File: src/rtl/enc_pkg.sv
// Shared definitions for the encoded-lane packer: default lane geometry,
// the one-hot FSM state encoding and the lane index type.
package enc_pkg;

    localparam int LANE_W_DEF = 8;
    localparam int LANES_DEF  = 4;

    // One-hot so an illegal encoding is easy to spot and recover from.
    typedef enum logic [2:0] {
        ST_INIT = 3'b001,
        ST_FILL = 3'b010,
        ST_HOLD = 3'b100
    } state_e;

    typedef logic [$clog2(LANES_DEF)-1:0] lane_idx_t;

endpackage

File: src/rtl/enc_lane_packer.sv
// enc_lane_packer: drains the encoded-lane FIFO (first-word-fall-through),
// packs LANES consecutive lanes into one word, and offers it downstream.
// Optional feature macro: ENC_PACK_COUNT_EN adds a 32-bit accepted-word
// counter on output port words_out.
//
// Stream handshake: m_valid is raised with m_data and both hold steady until
// the cycle in which m_ready is also high; the word transfers on that clock
// edge. m_ready is ignored while m_valid is low. Only pack_clr or reset can
// withdraw a word that has not transferred.
module enc_lane_packer
    import enc_pkg::*;
#(
    parameter int LANE_W = LANE_W_DEF,
    parameter int LANES  = LANES_DEF
) (
    input  logic                      clk,
    input  logic                      reset,
    input  logic                      enc_fifo_empty,
    input  logic [LANE_W-1:0]         enc_fifo_dout,
    output logic                      enc_fifo_pop,
    input  logic                      pack_clr,
    output logic [LANES*LANE_W-1:0]   m_data,
    output logic                      m_valid,
    input  logic                      m_ready,
    output logic                      pack_busy,
    output logic [2:0]                state_dbg
`ifdef ENC_PACK_COUNT_EN
    ,
    output logic [31:0]               words_out
`endif
);

    localparam int CNT_W  = $clog2(LANES);
    localparam int WORD_W = LANES * LANE_W;

    state_e             state_q, state_d;
    logic [CNT_W-1:0]   lane_cnt_q, lane_cnt_d;
    logic [WORD_W-1:0]  lanes_q, lanes_d;
    logic [WORD_W-1:0]  m_data_q, m_data_d;
    logic               m_valid_q, m_valid_d;
    logic               pop_c;

    // Next-state and output logic; reset, then pack_clr, override the FSM.
    always_comb begin
        state_d    = state_q;
        lane_cnt_d = lane_cnt_q;
        lanes_d    = lanes_q;
        m_data_d   = m_data_q;
        m_valid_d  = m_valid_q;
        pop_c      = 1'b0;

        if (reset) begin
            state_d = ST_INIT;
        end else if (pack_clr) begin
            lane_cnt_d = '0;
            m_valid_d  = 1'b0;
            m_data_d   = '0;
            state_d    = ST_FILL;
        end else begin
            case (state_q)
                ST_INIT: begin
                    lane_cnt_d = '0;
                    m_valid_d  = 1'b0;
                    m_data_d   = '0;
                    state_d    = ST_FILL;
                end
                ST_FILL: begin
                    pop_c = !enc_fifo_empty;
                    if (!enc_fifo_empty) begin
                        // Capture on the popping edge: the FIFO head is
                        // already valid, so there is no extra read cycle.
                        for (int i = 0; i < LANES; i++) begin
                            if (lane_cnt_q == CNT_W'(i)) begin
                                lanes_d[i*LANE_W +: LANE_W] = enc_fifo_dout;
                            end
                        end
                        lane_cnt_d = lane_cnt_q + CNT_W'(1);
                        if (lane_cnt_q == CNT_W'(LANES - 1)) begin
                            m_data_d  = lanes_d;
                            m_valid_d = 1'b1;
                            state_d   = ST_HOLD;
                        end
                    end
                end
                ST_HOLD: begin
                    if (m_ready) begin
                        m_valid_d = 1'b0;
                        state_d   = ST_FILL;
                    end
                end
                default: begin
                    state_d = ST_INIT;
                end
            endcase
        end
    end

    // State, lane store and output word registers.
    always_ff @(posedge clk) begin
        if (reset) begin
            state_q    <= ST_INIT;
            lane_cnt_q <= '0;
            lanes_q    <= '0;
            m_data_q   <= '0;
            m_valid_q  <= 1'b0;
        end else begin
            state_q    <= state_d;
            lane_cnt_q <= lane_cnt_d;
            lanes_q    <= lanes_d;
            m_data_q   <= m_data_d;
            m_valid_q  <= m_valid_d;
        end
    end

    assign enc_fifo_pop = pop_c;
    assign m_data       = m_data_q;
    assign m_valid      = m_valid_q;
    assign pack_busy    = (lane_cnt_q != '0) || m_valid_q;
    assign state_dbg    = state_q;

`ifdef ENC_PACK_COUNT_EN
    logic [31:0] words_q, words_d;

    // Count transferred words; a word cleared in its handshake cycle is not counted.
    always_comb begin
        words_d = words_q;
        if (pack_clr) begin
            words_d = '0;
        end else if (m_valid_q && m_ready) begin
            words_d = words_q + 32'd1;
        end
    end

    // Accepted-word counter register.
    always_ff @(posedge clk) begin
        if (reset) begin
            words_q <= '0;
        end else begin
            words_q <= words_d;
        end
    end

    assign words_out = words_q;
`endif

endmodule

File: config.mk
export PLATFORM = sky130hd
export DESIGN_NAME = enc_lane_packer
export DESIGN_NICKNAME = d
export VERILOG_FILES = /design/src/rtl/enc_pkg.sv /design/src/rtl/enc_lane_packer.sv
export SDC_FILE = /design/constraint.sdc
export NUM_CORES = 1
export LEC_CHECK = 0
export ABC_AREA = 1
export CORE_MARGIN = 8
export CORE_UTILIZATION = 43
export CTS_CLUSTER_DIAMETER = 100
export CTS_CLUSTER_SIZE = 12
export DETAILED_ROUTE_END_ITERATION = 10
export GPL_TIMING_DRIVEN = 0
export HOLD_SLACK_MARGIN = 0.05
export PLACE_DENSITY_LB_ADDON = 0.3
export RECOVER_POWER = 100
export SYNTH_ARGS = -nofsm -noshare
export SYNTH_HDL_FRONTEND = slang
export SYNTH_SLANG_ARGS = --single-unit
File: constraint.sdc
create_clock -name clk -period 2.5 [get_ports clk]
set_input_delay 0.5 -clock clk [delete_from_list [all_inputs] [get_ports clk]]
set_output_delay 0.5 -clock clk [all_outputs]
set_load 0.05 [all_outputs]
# Yosys cells after proc, flatten, opt, wreduce, memory -nomap -nowiden
# Cells that the tools add are included.
# W data, S select, Z words.
# word_totals
reg_bits	70
out_inout_bits	38
inputBits	13
wordCells	55
# classes
reduce_logical	13
n_eq_ne	12
bitwise_logic	2
mux	21
add_sub_neg	1
# ops
op	count
$mux W32	2
$pmux W32 S2	1
$mux W8	4
$reduce_and A3 Y1	4
$mux W3	3
$ne A3 B3 Y1 const B	3
$pmux W3 S3	1
$mux W1	6
$ne A2 B2 Y1 const B	3
$eq A2 B2 Y1 const B	2
$mux W2	2
$pmux W2 S2	1
$reduce_and A4 Y1	1
$reduce_bool A2 Y1	2
$eq A3 B1 Y1 const B	1
$eq A3 B2 Y1 const B	1
$eq A3 B3 Y1 const B	1
$pmux W1 S3	1
$reduce_bool A3 Y1	1
$add A2 B1 Y2 const B	1
$eq A2 B1 Y1 const B	1
$logic_not A2 Y1	1
$not A1 Y1	2
$reduce_and A2 Y1	1
3 further kinds	3

# Logic depth before layout (Yosys ltp)
# Gate-level depths: netlist of run 1.
# depth
ltp_word	5
ltp_mapped	8
depth_no_buf	8

# Least setup slack after synthesis of run 1
# No wires, ideal clock.
# synth_timing
kind	register to output
start	register state_q[1] (netlist: state_dbg[1])
end	output enc_fifo_pop
arrival_ps	1416
stages_incl_launch_ff	6
path_buffers	1
required_time_ps	2000
slack_ps	584
path_cell_list	dfxtp_1 -> nand2_1 -> clkinv_2 -> nand2_4 -> nor2_8 -> buf_6
# synth_via
elab_chain_len	4
# synth_rtl
element	line	rtl
start: declaration	enc_lane_packer.sv:36	state_e state_q, state_d;
start signal: assignment	enc_lane_packer.sv:107	state_q <= state_d;
$eq A3 B2 Y1	enc_lane_packer.sv:60	case (state_q)
$mux W1	enc_lane_packer.sv:60	
$mux W1	enc_lane_packer.sv:54	end else if (pack_clr) begin
$mux W1	enc_lane_packer.sv:52	if (reset) begin
end: declaration	enc_lane_packer.sv:20	output logic enc_fifo_pop,
# Every way passes these cells.

# Final worst setup path of run 1
# layout_timing
start	input enc_fifo_empty
end	output enc_fifo_pop
# layout_via
elab_chain_len	4
# layout_rtl
element	line	rtl
start: declaration	enc_lane_packer.sv:18	input logic enc_fifo_empty,
$logic_not A1 Y1	-	
$mux W1	enc_lane_packer.sv:60	
$mux W1	enc_lane_packer.sv:54	
$mux W1	enc_lane_packer.sv:52	
# Every way passes these cells.

==> results of run 1 <==
## power breakdown
part	switching [W]	internal [W]	leakage, nW
logic	0.000148	0.0000605	0.919
clock network	0.000425	0.000515	0.0996
registers	0.00000727	0.00112	0.565
## logic make-up after synthesis
| family | count (synthesis) | synth area share (%) |
|---|---|---|
| flip-flops | 70 | 47.6 |
| AND/OR/NAND/NOR | 182 | 26.5 |
| buffers and inverters | 67 | 10.4 |
| adder cells (fa/ha/maj) | 4 | 1.70 |
| AO/OA/AOI/OAI | 80 | 13.7 |
## cell type report
class                           count  area (µm²)
Multi-Input combinational cell    266        1240
Fill cell                         642        2990
Timing Repair Buffer               50         493
Sequential cell                    70        1400
Buffer                             22         129
Tap cell                           80         100
Clock inverter                      3        42.5
Clock buffer                       13         159
Inverter                           45         170
## layout by cell type, fill, tap and decap left out, drive strengths merged
cell type,count
clkdlybuf4s50,11
clkbuf,25
ha,4
o31ai,1
a21oi,14
dfxtp,70
bufinv,1
inv,43
nor2,6
nand3,49
clkinv,3
dlygate4sd3,37
o21ai,65
nand2,126
clkinvlp,1
nand4,1
buf,12
## repair_timing
action,CTS,global route
endpoints found under the setup margin,2,2
pin swaps,0,1
resized for setup,9,2
## final timing paths
kind,startpoint,to,slack (ps),cells after the start
min reg2reg,m_data[12],m_data[12],460,2
max reg2reg,state_dbg[2],lanes_q[26],680,5
max,enc_fifo_empty,enc_fifo_pop,70,6
min,m_data[12],m_data[12],460,2
## state kept, by name, summed over array words and instances (netlist names)
| signal | flops |
|---|---|
| lanes_q | 32 |
| m_data | 32 |
| state_dbg | 3 |
| lane_cnt_q | 2 |
| m_valid | 1 |
## metal layers
metal / GRT usage [%] / up-vias / wire length [µm]
li1: - / 1415 / -
met4: 7.44 / 0 / 140
met2: 26.1 / 80 / 3460
met1: 19.5 / 1280 / 3470
met3: 4.58 / 13 / 492
met5: 0 / - / 0
## worst min-delay path, delay by kind of cell (launching register included)
family | cells | cell delay, ps
DFF | 1 | 310
AOI/OAI and AO/OA | 1 | 50
and+or+nand+nor | 1 | 50
## through the flow
step	utilization, %	total power [W]	std cells	setup WS, ps
floorplan	-	0.00129	403	584
global placement	52.7	0.00136	533	-735
detailed placement	52.7	0.00137	533	-752
CTS	55.8	0.00229	549	24.0
global route	55.6	0.00236	549	12.6
finish	55.6	0.00228	549	69.1
==> out/qor.yml, run 1 <==
viasPerCell: 5.08
fin_setup_tns_ps: 0
io_buffer_count: 50
ant_nets: 0
area_growth_pct: 26.9
yosysUniqueCellTypes: 22
die_y_um: 98.7
fin_area_mm2: 0.00373
min_path_type: "flop to flop"
drtIter0Drc: 110
io_pins: 51
wire_per_inst_um: 13.8
synth_enable_flop_cells: 0
crit_chain: "dlygate4sd3_1 -> inv_1 -> nand2_4 -> nor2_8 -> buf_6 -> buf_4"
cts_post_setup_buffers_inserted: 0
grt.overflow.total: 0
synth-seq-cells: 70
synthTopCellsByCount: "124 x nand2_1, 70 x dfxtp_1, 49 x nand3_1, 42 x inv_1, 36 x o21ai_0"
wirelength_um: 7570
cts_max_path_buffers: 2
critPathBufInv: 4
max_stage_delay_ps: 560
worstSkewPairLatency_ps: 350
die_w_um: 98.7
std_cell_rows: 30
clkSinkCount: 70
synth_most_common_cell: "nand2_1"
finClkSkew_ps: 7.71
drt_pass1_iterations: 4
h-tree-depth: 3
maxSlewHeadroom_pct: 56.6
final_hold_viol_count: 0
yosysWarningCount: 0
status: "finished clean"
syn-num-nets: 420
core_mm2: 0.00672
whs_ps: 457
cpLargestDelayFamily: "buffers and inverters"
remaining_drc_errors: 0
worst_path_max_delay_cell: "dlygate4sd3_1"
netlist_area_mm2: 0.00294
cp-start-kind: "input pin"
start_util_pct: 43.8
ys_async_sr_fraction_pct: 0
placed_area_mm2: 0.00354
cp.required_ps: 2000
synth_area_leader_cell: "dfxtp_1"
cts_hold_buf: 0
endpoint_kind: "primary output"
power_leakage_nw: 1.58
cts_buffers: 9
cp_max_fo: 10
synth_flop_cell: "dfxtp_1"
drv_slew: 0
setup_viol: 0
powerDensity_mw_per_mm2: 610
cap_violations: 0
die_area_mm2: 0.00974
synth_top_area_share_pct: 47.6
dp_hpwl_um: 5380
grt_pass1_vias: 2752
drive_above_1_share_pct: 6.82
seq_area_frac_synth_pct: 47.6
cts-root-buf: "clkbuf_8"
place_congestion: 0.852
cts_tree: "yes"
syn_area_per_cell_um2: 7.30
post-route-period-util_pct: 97.2
ir_worst_vdd_mv: 0.287
setup.worst_path.class: "input pin to primary output"
worstPathArrival_ps: 1930
rsz0062_at_grt: "no"
vias: 2788
fmax_ghz: 0.411
grt_pass1_wl_um: 12700
antenna_found_initial: 0
postSynthCellCount: 403
clk_pin_slew_ps: 70
synth_area_leaders: "dfxtp_1 48%, nand2_1 16%, nand3_1 8.3%"
finalNetCount: 481
tightest_slew_ps: 645
antenna_cells: 0
grt_util_all_layers_pct: 16.2
period_minus_slack_ps: 2430
grt_max_degree: 12
Note: power is estimated with default switching activity, not from simulation.
==> run 2: changes to the inputs <==
clock period = 2.64 ns   (was 2.5 ns; I/O delays follow)
==> out/qor.yml, run 2 (synthesized netlist as in run 1, its figures left out) <==
status: "finished clean"  # unchanged
drt_pass1_iterations: 4  # unchanged
die_w_um: 98.7  # unchanged
cts_buffers: 9  # unchanged
worstSkewPairLatency_ps: 350  # about the same
antenna_cells: 0  # unchanged
h-tree-depth: 3  # unchanged
fin_area_mm2: 0.00373  # about the same
drv_slew: 0  # unchanged
grt.overflow.total: 0  # unchanged
cts-root-buf: "clkbuf_8"  # unchanged
cts_post_setup_buffers_inserted: 0  # unchanged
finalPower_w: 0.00216  # was 0.00228 W
cts_max_path_buffers: 2  # unchanged
io_pins: 51  # unchanged
cp.required_ps: 2110  # was 2000 ps
setup_viol: 0  # unchanged
tightest_slew_ps: 673  # was 645 ps
start_util_pct: 43.8  # unchanged
drtIter0Drc: 109  # was 110
dp_hpwl_um: 5380  # unchanged
powerDensity_mw_per_mm2: 577  # was 610 mW/mm²
grt_pass1_wl_um: 12700  # unchanged
max_stage_delay_ps: 480  # was 560 ps
cap_violations: 0  # unchanged
fin_setup_tns_ps: 0  # unchanged
area_growth_pct: 27.0  # was 26.9%
nFillCells: 642  # unchanged
critPathBufInv: 4  # unchanged
remaining_drc_errors: 0  # unchanged
period_minus_slack_ps: 2570
worst_path_max_delay_cell: "clkdlybuf4s50_1"  # was dlygate4sd3_1
worstPathArrival_ps: 2040  # was 1930 ps
finalNetCount: 481  # unchanged
power_leakage_nw: 1.59  # was 1.58 nW
finClkSkew_ps: 6.75  # was 7.71 ps
final_hold_viol_count: 0  # unchanged
maxSlewHeadroom_pct: 54.7  # was 56.6%
std_cell_rows: 30  # unchanged
place_congestion: 0.852  # unchanged
grt_max_degree: 12  # unchanged
endpoint_kind: "primary output"  # unchanged
viasPerCell: 5.07  # was 5.08
setup.worst_path.class: "input pin to primary output"  # unchanged
wirelength_um: 7560  # was 7570 µm
multi_input_area_mm2: 0.00124  # unchanged
drive_above_1_share_pct: 6.61  # was 6.82%
reg2reg_slack_ps: 800  # was 680 ps
io_buffer_count: 50  # unchanged
grt_pass1_vias: 2752  # unchanged
rsz0062_at_grt: "no"  # unchanged
antenna_found_initial: 0  # unchanged
min_path_type: "flop to flop"  # unchanged
core_mm2: 0.00672  # unchanged
vias: 2783  # was 2788
cpLargestDelayFamily: "buffers and inverters"  # unchanged
wire_per_inst_um: 13.8  # about the same
post_cts_resized: 8  # was 9
clkSinkCount: 70  # unchanged
fmax_ghz: 0.389
cp_max_fo: 10  # unchanged
final_common_cell: "nand2_1"  # unchanged
grt_util_all_layers_pct: 16.2  # unchanged
die_y_um: 98.7  # unchanged
seq_area_mm2: 0.00140  # unchanged
ant_nets: 0  # unchanged
cts_hold_buf: 0  # unchanged
cp-start-kind: "input pin"  # unchanged
cts_tree: "yes"  # unchanged
post-route-period-util_pct: 97.3
placed_area_mm2: 0.00354  # unchanged
utilization_pct: 55.6  # about the same
crit_chain: "clkdlybuf4s50_1 -> nor2_4 -> inv_2 -> nor2_8 -> buf_6 -> buf_2"  # was dlygate4sd3_1 -> inv_1 -> nand2_4 -> nor2_8 -> buf_6 -> buf_4
ir_worst_vdd_mv: 0.272  # was 0.287 mV
fin_cells: 549  # unchanged
die_area_mm2: 0.00974  # unchanged
place_inst: 533  # unchanged
clk_pin_slew_ps: 70  # about the same
final_cell_mix: "125 x nand2_1, 70 x dfxtp_1, 62 x o21ai_0"  # unchanged
[run 2: cell types whose count changed in the layout (fill, tap and decap cells not counted), sizes merged]
cell / change
clkbuf: -1
dlygate4sd2: +1
[run 2: metal layers]
metal / GRT usage [%] / vias up / wire length [µm]
met2: 26.1 / 80 / 3470
met5: 0 / - / 0
met1: 19.5 / 1280 / 3460
met3: 4.58 / 13 / 488
met4: 7.44 / 0 / 140
li1: - / 1410 / -
[run 2: area by class of cell]
cell class,count,share of cell area [%]
plain buffers,22,3.45
well taps,80,2.68
clock inverters,3,1.14
inverters,45,4.56
repair buffers,50,13.2
multi-input cells,266,33.2
clock buffers,13,4.25
flip-flops and latches,70,37.5
[run 2: path summary, 6_finish.rpt]
check / startpoint / endpoint / cells past startpoint
setup / recovery: pack_clr / enc_fifo_pop / 6
hold / removal: m_data[12] / m_data[12] / 2
hold reg to reg: m_data[12] / m_data[12] / 2
setup reg to reg: state_dbg[2] / lanes_q[26] / 5
[run 2: stage by stage]
stage                     hold WS, ps  worst slack (ps)
after floorplan                   435               696
after global placement            444              -651
after detailed placement          451              -668
after CTS                         463              76.3
after global routing              480              1.12
final                             457              71.4
[run 2: worst reg2reg max path, delay by kind of cell (launching register included)]
family,cells,cell delay (ps)
flops,1,360
compound gates,2,700
buf+inv,1,410
simple gates,2,240
[run 2: power breakdown]
part / leakage (nW) / internal, W / switching, W
registers: 0.565 / 0.00106 / 0.00000690
logic: 0.922 / 0.0000575 / 0.000139
clock network: 0.0996 / 0.000487 / 0.000403
==> run 3: changes to the inputs <==
CAP_MARGIN = 0   (was not set)
==> results of run 3 <==
No change in the layout: final DEF, timing and power equal those of run 2.
